==> src/rtl/instr_queue.sv <==
// Instruction FIFO between fetch and decode: buffers {pc, instr} pairs and drops the stale in-flight imem response after a flush.
// Optional same-cycle enq->deq bypass on an empty queue when INSTR_QUEUE_BYPASS_EN is defined.
module instr_queue #(
    parameter int DEPTH = 8,
    parameter int PTR_W = $clog2(DEPTH)
) (
    input  logic             clk,
    input  logic             rst,
    input  logic             flush,
    input  logic             imem_busy,
    input  logic             enq_valid,
    input  logic [31:0]      enq_pc,
    input  logic [31:0]      enq_instr,
    output logic             instr_full,
    output logic             deq_valid,
    input  logic             deq_ready,
    output logic [31:0]      deq_pc,
    output logic [31:0]      deq_instr,
    output logic [PTR_W:0]   count
);

    // state | meaning
    // RUN   | normal operation, pushes accepted
    // DRAIN | discard the next imem response (issued before the flush)
    typedef enum logic {RUN, DRAIN} state_t;

    localparam logic [PTR_W:0] FULL_CNT = (PTR_W+1)'(DEPTH);

    state_t           state, state_nxt;
    logic [63:0]      mem [DEPTH];
    logic [PTR_W-1:0] wr_ptr, rd_ptr;
    logic             bypass;
    logic             push, pop;

    assign instr_full = (count == FULL_CNT);

`ifdef INSTR_QUEUE_BYPASS_EN
    assign bypass = (count == '0) && (state == RUN) && !flush && enq_valid;
`else
    assign bypass = 1'b0;
`endif

    assign deq_valid = ((count != '0) && !flush) || bypass;
    assign deq_pc    = bypass ? enq_pc    : mem[rd_ptr][63:32];
    assign deq_instr = bypass ? enq_instr : mem[rd_ptr][31:0];

    // A bypassed entry consumed in the same cycle never touches storage.
    assign push = enq_valid && !instr_full && (state == RUN) && !flush
                  && !(bypass && deq_ready);
    assign pop  = (count != '0) && !flush && deq_ready;

    always_comb begin
        state_nxt = state;
        if (flush) begin
            state_nxt = imem_busy ? DRAIN : RUN;
        end else if (state == DRAIN && enq_valid) begin
            state_nxt = RUN;
        end
    end

    always_ff @(posedge clk) begin
        if (rst) begin
            state  <= RUN;
            wr_ptr <= '0;
            rd_ptr <= '0;
            count  <= '0;
        end else begin
            state <= state_nxt;
            if (flush) begin
                wr_ptr <= '0;
                rd_ptr <= '0;
                count  <= '0;
            end else begin
                if (push) wr_ptr <= wr_ptr + PTR_W'(1);
                if (pop)  rd_ptr <= rd_ptr + PTR_W'(1);
                case ({push, pop})
                    2'b10:   count <= count + (PTR_W+1)'(1);
                    2'b01:   count <= count - (PTR_W+1)'(1);
                    default: count <= count;
                endcase
            end
        end
    end

    always_ff @(posedge clk) begin
        if (push) mem[wr_ptr] <= {enq_pc, enq_instr};
    end

endmodule

==> config.mk <==
export PLATFORM = sky130hd
export DESIGN_NAME = instr_queue
export DESIGN_NICKNAME = d
export VERILOG_FILES = /design/src/rtl/instr_queue.sv
export SDC_FILE = /design/constraint.sdc
export NUM_CORES = 1
export LEC_CHECK = 0
export CAP_MARGIN = 40
export CORE_UTILIZATION = 40
export DETAILED_ROUTE_END_ITERATION = 6
export DONT_BUFFER_PORTS = 1
export SLEW_MARGIN = 20
export SYNTH_ARGS = -nofsm -noshare
export SYNTH_HDL_FRONTEND = slang
export SYNTH_SLANG_ARGS = --single-unit
==> constraint.sdc <==
create_clock -name clk -period 6 [get_ports clk]
set_clock_uncertainty 0.2 [all_clocks]
set_input_delay 0 -clock clk [delete_from_list [all_inputs] [get_ports clk]]
set_output_delay 0 -clock clk [all_outputs]
set_load 0.05 [all_outputs]
Yosys cells after proc, flatten, opt, wreduce, memory -nomap -nowiden
Memory sizes are Yosys's and may differ from the RTL's. A register that Yosys moved wholly into a read port is not among the register bits.
Index checks and enable logic that the tools add are counted.
{"block": "totals", "ram_bits": 512, "memories": 1, "in_bits": 70, "wordCells": 33, "register_bits": 11, "output_inout_bits": 70}
{"name": "mem", "words": 8, "word_bits": 64, "rd": 1, "rd_ports_with_merged_regs": 1, "wr": 1, "line": "30", "rtl": "logic [63:0] mem [DEPTH];"}
{"block": "classes", "mux": 8, "bitwise_logic": 1, "addsub": 4, "reduce_logical": 12, "n_eq_ne": 3}
{"op": "$pmux 4 s2", "count": 1}
{"op": "$add 3x1->3 const B", "count": 2}
{"op": "$logic_and 1x1->1", "count": 6}
{"op": "$mux 3", "count": 2}
{"op": "$mux 1", "count": 5}
{"op": "$add 4x1->4 const B", "count": 1}
{"op": "$eq 4x4->1 const B", "count": 1}
{"op": "$reduce_bool 2->1", "count": 2}
{"op": "$reduce_bool 4->1", "count": 1}
{"op": "$sub 4x1->4 const B", "count": 1}
{"op": "$eq 2x1->1 const B", "count": 1}
{"op": "$eq 2x2->1 const B", "count": 1}
{"op": "$logic_not 1->1", "count": 2}
{"op": "$reduce_or 2->1", "count": 1}
{"op": "$not 1->1", "count": 1}

Longest topological paths before layout
{"block": "logic_depth", "word_depth": 7, "depth_mapped": 10, "depth_no_buf": 9}

Worst setup path after synthesis
OpenSTA, ideal clock, no wires.
{"block": "synth_timing", "path_type": "reg2reg", "startpoint": "register count[1]", "endpoint": "memory mem[1][0], enable pin", "n_path_buf": 1, "required_ns": 5.235, "period_less_slack_ns": 6.779, "arrival_ns": 6.014, "stages_incl_launch_ff": 6, "setup_ns": 0.565, "slack_ns": -0.779, "path_cell_list": "dfxtp_1 > buf_2 > nor4b_2 > nand2b_1 > or2_2 > nor3_1"}
{"block": "synth_between", "elab_chain_cells": 7}
{"element": "start, declared", "line": "19", "rtl": "output logic [PTR_W:0] count"}
{"element": "start signal, assigned", "line": "77", "rtl": "2'b10: count <= count + (PTR_W+1)'(1);"}
{"element": "start signal, assigned", "line": "78", "rtl": "2'b01: count <= count - (PTR_W+1)'(1);"}
{"element": "start signal, assigned", "line": "79", "rtl": "default: count <= count;"}
{"element": "$eq 4x4->1", "line": "35", "rtl": "assign instr_full = (count == FULL_CNT);"}
{"element": "net instr_full", "line": "14", "rtl": "output logic instr_full,"}
{"element": "$logic_not 1->1", "line": "48", "rtl": "assign push = enq_valid && !instr_full && (state == RUN) && !flush"}
{"element": "$logic_and 1x1->1 (3 in a row)", "line": "48"}
{"element": "$mux 1", "line": "86", "rtl": "if (push) mem[wr_ptr] <= {enq_pc, enq_instr};"}
{"element": "$mux 1 (not written as such)", "line": "86"}
{"element": "end, declared", "line": "30"}
The timed path passes the listed nets, and every way through them passes these cells.

Final worst setup path
{"block": "layout_timing", "startpoint": "register count[3]", "endpoint": "register count[3]"}
{"block": "layout_between", "elab_chain_cells": 7, "word_cells_on_any_way": 14, "cone_classes": "add/sub: 2; eq/ne: 3; mux: 1; reduce/logical: 8"}
{"element": "$eq 4x4->1", "line": "35"}
{"element": "$logic_not 1->1", "line": "48"}
{"element": "$logic_and 1x1->1 (3 in a row)", "line": "48"}
{"element": "$eq 2x1->1 or $eq 2x2->1 (tied branches)", "line": "76", "rtl": "case ({push, pop})"}
{"element": "$pmux 4 s2 or $reduce_bool 2->1 (tied branches)"}
Parallel ways exist; a longest one is shown, timed or not.
A chain may end at the register's enable or synchronous reset.

==> summary.md <==
| Metric | Value |
|---|---|
| VDD IR-drop max | ~220 uV |
| Highest-count cells in the layout ignoring fill and taps | sky130_fd_sc_hd__edfxtp_1, sky130_fd_sc_hd__mux4_2, sky130_fd_sc_hd__dlygate4sd3_1 |
| Clock Root Buffer | sky130_fd_sc_hd__clkbuf_16 |
| Setup ws final | around 2.0 ns |
| Area growth, synth to finish | 16.32% |
| Aggregate global routing overflow | 0 |
| Count of buffering cells on the critical path with inverters included | 3 |
| Relative contribution of the clock network to total power | 0.407 |
| Max-slew violation count | 0 |
| Dominant synthesized flop cell | sky130_fd_sc_hd__edfxtp_1 |
| Proportion of layout cells with a drive suffix above 1 | 0.3067 |
| Run status | completed |
| Internal | around 0.0058 W |
| Height of the die | roughly 230 um |
| Number of nets still failing antenna checks after routing | 0 |
| Total of max-cap violations | 0 |
| Tightest Hold Check Type | in -> out |
| Post-synthesis average cell area | around 24 sq um |
| Setup repair after global routing missed its margin | false |
| Number of global-route vias before repair | slightly above 9000 |
| Port bufs | 0 |
| Part of the power in combinational logic | 0.034 |
| Reg power frac | 0.559 |
| Final number of setup-violating endpoints | 0 |
| Count of cell types in the netlist | 33 |
| Non-filler instance count after layout | roughly 1600 |
| Count of routing violations after the opening detailed-route iteration | 518 |
| Final routed DRC violation total | 0 |
| Global-route usage over all layers | 0.1603 |
| Fraction of synthesized cell area taken by the top area cell type | 0.7714 |
| Cell repeated most along the worst path | sky130_fd_sc_hd__dlygate4sd3_1 |
| Largest delay contributor family on the critical path | buffers and inverters |
| Clock slew at the register clock pins of the worst setup and hold paths | ~0.05 ns |
| Fin nets | ~1000 |
| Number of placed instances, taps included | ~1500 |
| Largest stage delay on the critical path | 0.70 ns |
| Cts bufs inserted | 52 |
| Latest clock arrival within the worst-skew pair | ~0.58 ns |
| Wirelength per Cell | around 24 um |
| Setup Crit Path Kind | reg -> reg |
| Total length of routed wires | 39510 um |
| Router iterations before antenna repair | 4 |
| Mapped Area | around 20000 sq um |
| NetSw | 0.001503 W |
| Switching part of the total power | 0.2070 |
| Final weighted congestion in routability-driven placement | around 0.7 |
| Leakage component of the power | 6.984 nW |
| Net count after synthesis | 897 |
| Setup crit end kind | register |
| Fmax | around 0.25 GHz |
| Clock net sink count | 526 |
| Post-synthesis sequential area ratio | 0.7854 |
| Post-cts resize count | 0 |
| Placeable Area | slightly below 50000 sq um |
| Total Die Area | ~51000 sq um |
| Number of enable-type register cells in the synthesized netlist | just over 500 |
| Commonest non-fill, non-tap cell in the layout | sky130_fd_sc_hd__edfxtp_1 |
| Cell Chain, Critical Path | nor4b_2 > buf_4 > nand2b_1 > ha_1 > nor4b_1 > o21ai_0 > nand4_1 > dlygate4sd3_1 > nand2_1 > dlygate4sd3_1 |
| Worst slack, placed | 2.340 ns |
| First-pass GRT wire length | about 60000 um |
| Vias per cell | around 5.2 |
| Synth area leader | sky130_fd_sc_hd__edfxtp_1 |
| Min Clock Period, post-route | ~4 ns |
| Top post-synthesis cells by area | sky130_fd_sc_hd__edfxtp_1, sky130_fd_sc_hd__mux4_2, sky130_fd_sc_hd__mux2_2, sky130_fd_sc_hd__dfxtp_1, sky130_fd_sc_hd__buf_6 |
| Arrival time of data at the critical path endpoint | 4.28 ns |
| Type of element launching the critical path | register |
| Total power after layout | approximately 0.0073 W |
| Number of filler instances in the final layout | 4037 |
| Power Density | 313.3 nW/um^2 |
| R2R depth | 10 |
| Hpwl dp | ~23000 um |
| Ports | 140 |
| Die width | between 200 and 250 um |
| # rows | 81 |
| Final-layout setup total negative slack | 0 ns |
| Required time of the critical path | 6.27 ns |
| WHS | between 0.015 and 0.02 ns |
| Total vias in the final route | between 8000 and 9000 |
| Maximum level of the CTS H-tree | 2 |
| Number of hold violations in the final report | 0 |
| Gate Count Post-Synth | 822 |
| Maximum fanout count along the critical path | 7 |
| Synth async-reset ratio | 0 |
| Starting density of the core | 0.4063 |
| Share of the clock period used by the worst path | 0.6693 |
| Largest net degree at the start of global routing | between 70 and 80 |
| Worst slew pin tran | roughly 0.81 ns |
| Instance count along the most critical hold path | 2 |
| Max Buffers Root-to-Sink | 3 |
| Count of yosys warnings during synthesis | 0 |
| Worst slew margin relative to its limit | 0.4617 |
| Cell at the slowest stage of the critical path | sky130_fd_sc_hd__dfxtp_1 |
| Number of antenna violations at the first check in global routing | 3 |
| Instance count on the critical path | 10 |
| CTS tree | done |
| #FFs+latches synth | 526 |
==> kinds of logic (layout without fill, tap and decap cells) <==
family / count (synthesis) / after routing / synth area share
buffers and inverters: 39 / 192 / 0.01249
multiplexers: 194 / 194 / 0.1818
AND/OR/NAND/NOR: 43 / 43 / 0.01205
adder cells (fa/ha/maj): 5 / 5 / 0.003139
other: 0 / 2 / 0
AO/OA/AOI/OAI: 9 / 9 / 0.002448
XOR/XNOR: 6 / 6 / 0.002637
flip-flops: 526 / 526 / 0.7854
==> through the flow <==
step,area [sq um],utilization
2_1_floorplan,19940,-
3_3_place_gp,20770,0.4235
3_5_place_dp,20910,0.4264
4_1_cts,23160,0.4721
5_1_grt,23180,0.4726
6_report,23180,0.4726
==> timing repair <==
item | in CTS | in global routing
setup endpoints to repair | 0 | 0
endpoints found under the hold margin | 526 | 0
hold buffers | 72 | 0
setup buffers | 0 | 0
==> metal layers <==
layer	track usage	share of wire
met1	0.2098	0.43
met2	0.2709	0.51
met3	0.03820	0.047
met4	0.03731	0.015
met5	0	0.00033
==> synth_stat cells, types with 2 or more instances <==
cell type and n:
sky130_fd_sc_hd__edfxtp_1 512, sky130_fd_sc_hd__or2_2 2, sky130_fd_sc_hd__clkbuf_1 11, sky130_fd_sc_hd__nor2_1 17, sky130_fd_sc_hd__mux4_2 128, sky130_fd_sc_hd__nand3_1 2
sky130_fd_sc_hd__nand2b_1 4, sky130_fd_sc_hd__buf_2 4, sky130_fd_sc_hd__xnor2_1 2, sky130_fd_sc_hd__mux2_2 64, sky130_fd_sc_hd__mux2i_1 2, sky130_fd_sc_hd__ha_1 5
sky130_fd_sc_hd__nor3_1 2, sky130_fd_sc_hd__o21ai_0 4, sky130_fd_sc_hd__nor3b_1 2, sky130_fd_sc_hd__buf_6 12, sky130_fd_sc_hd__nand2_1 4, sky130_fd_sc_hd__buf_4 2
sky130_fd_sc_hd__dfxtp_1 14, sky130_fd_sc_hd__nor4bb_1 2, sky130_fd_sc_hd__buf_1 9, sky130_fd_sc_hd__a21oi_1 4, sky130_fd_sc_hd__xor2_1 4
==> worst paths after layout <==
check,startpoint,to,slack [ns]
worst min register to register,wr_ptr[0],wr_ptr[0],0.28
worst max register to register,count[3],count[3],1.98
worst max-delay path,count[3],count[3],1.98
worst min-delay path,flush,deq_valid,0.02
==> power groups by stage <==
stage / registers (W) / logic, W / clock network [W]
6_report: 0.00406 / 0.000245 / 0.00295
5_1_grt: 0.00406 / 0.000262 / 0.00317
4_1_cts: 0.00406 / 0.000250 / 0.00305
3_5_place_dp: 0.00414 / 0.000166 / 0
3_3_place_gp: 0.00414 / 0.000164 / 0
2_1_floorplan: 0.00414 / 0.000139 / 0
==> registers in the layout, indices dropped and copies added (netlist names), named ones only <==
signal / count
rd_ptr: 3
state: 1
count: 4
mem: 512
wr_ptr: 3
==> final cells by class <==
type | instances | area (sq um) | share of cell area
Sequential cell | 526 | 15670 | 0.6758
Inverter | 1 | 3.754 | 0.0001619
Tap cell | 664 | 830.8 | 0.03584
Clock inverter | 30 | 188.9 | 0.008149
Antenna cell | 2 | 5.005 | 0.0002159
Clock buffer | 61 | 1335 | 0.05759
Timing Repair Buffer | 100 | 1059 | 0.04566
Multi-Input combinational cell | 257 | 4095 | 0.1766
Note: power is estimated with default switching activity, not from simulation.
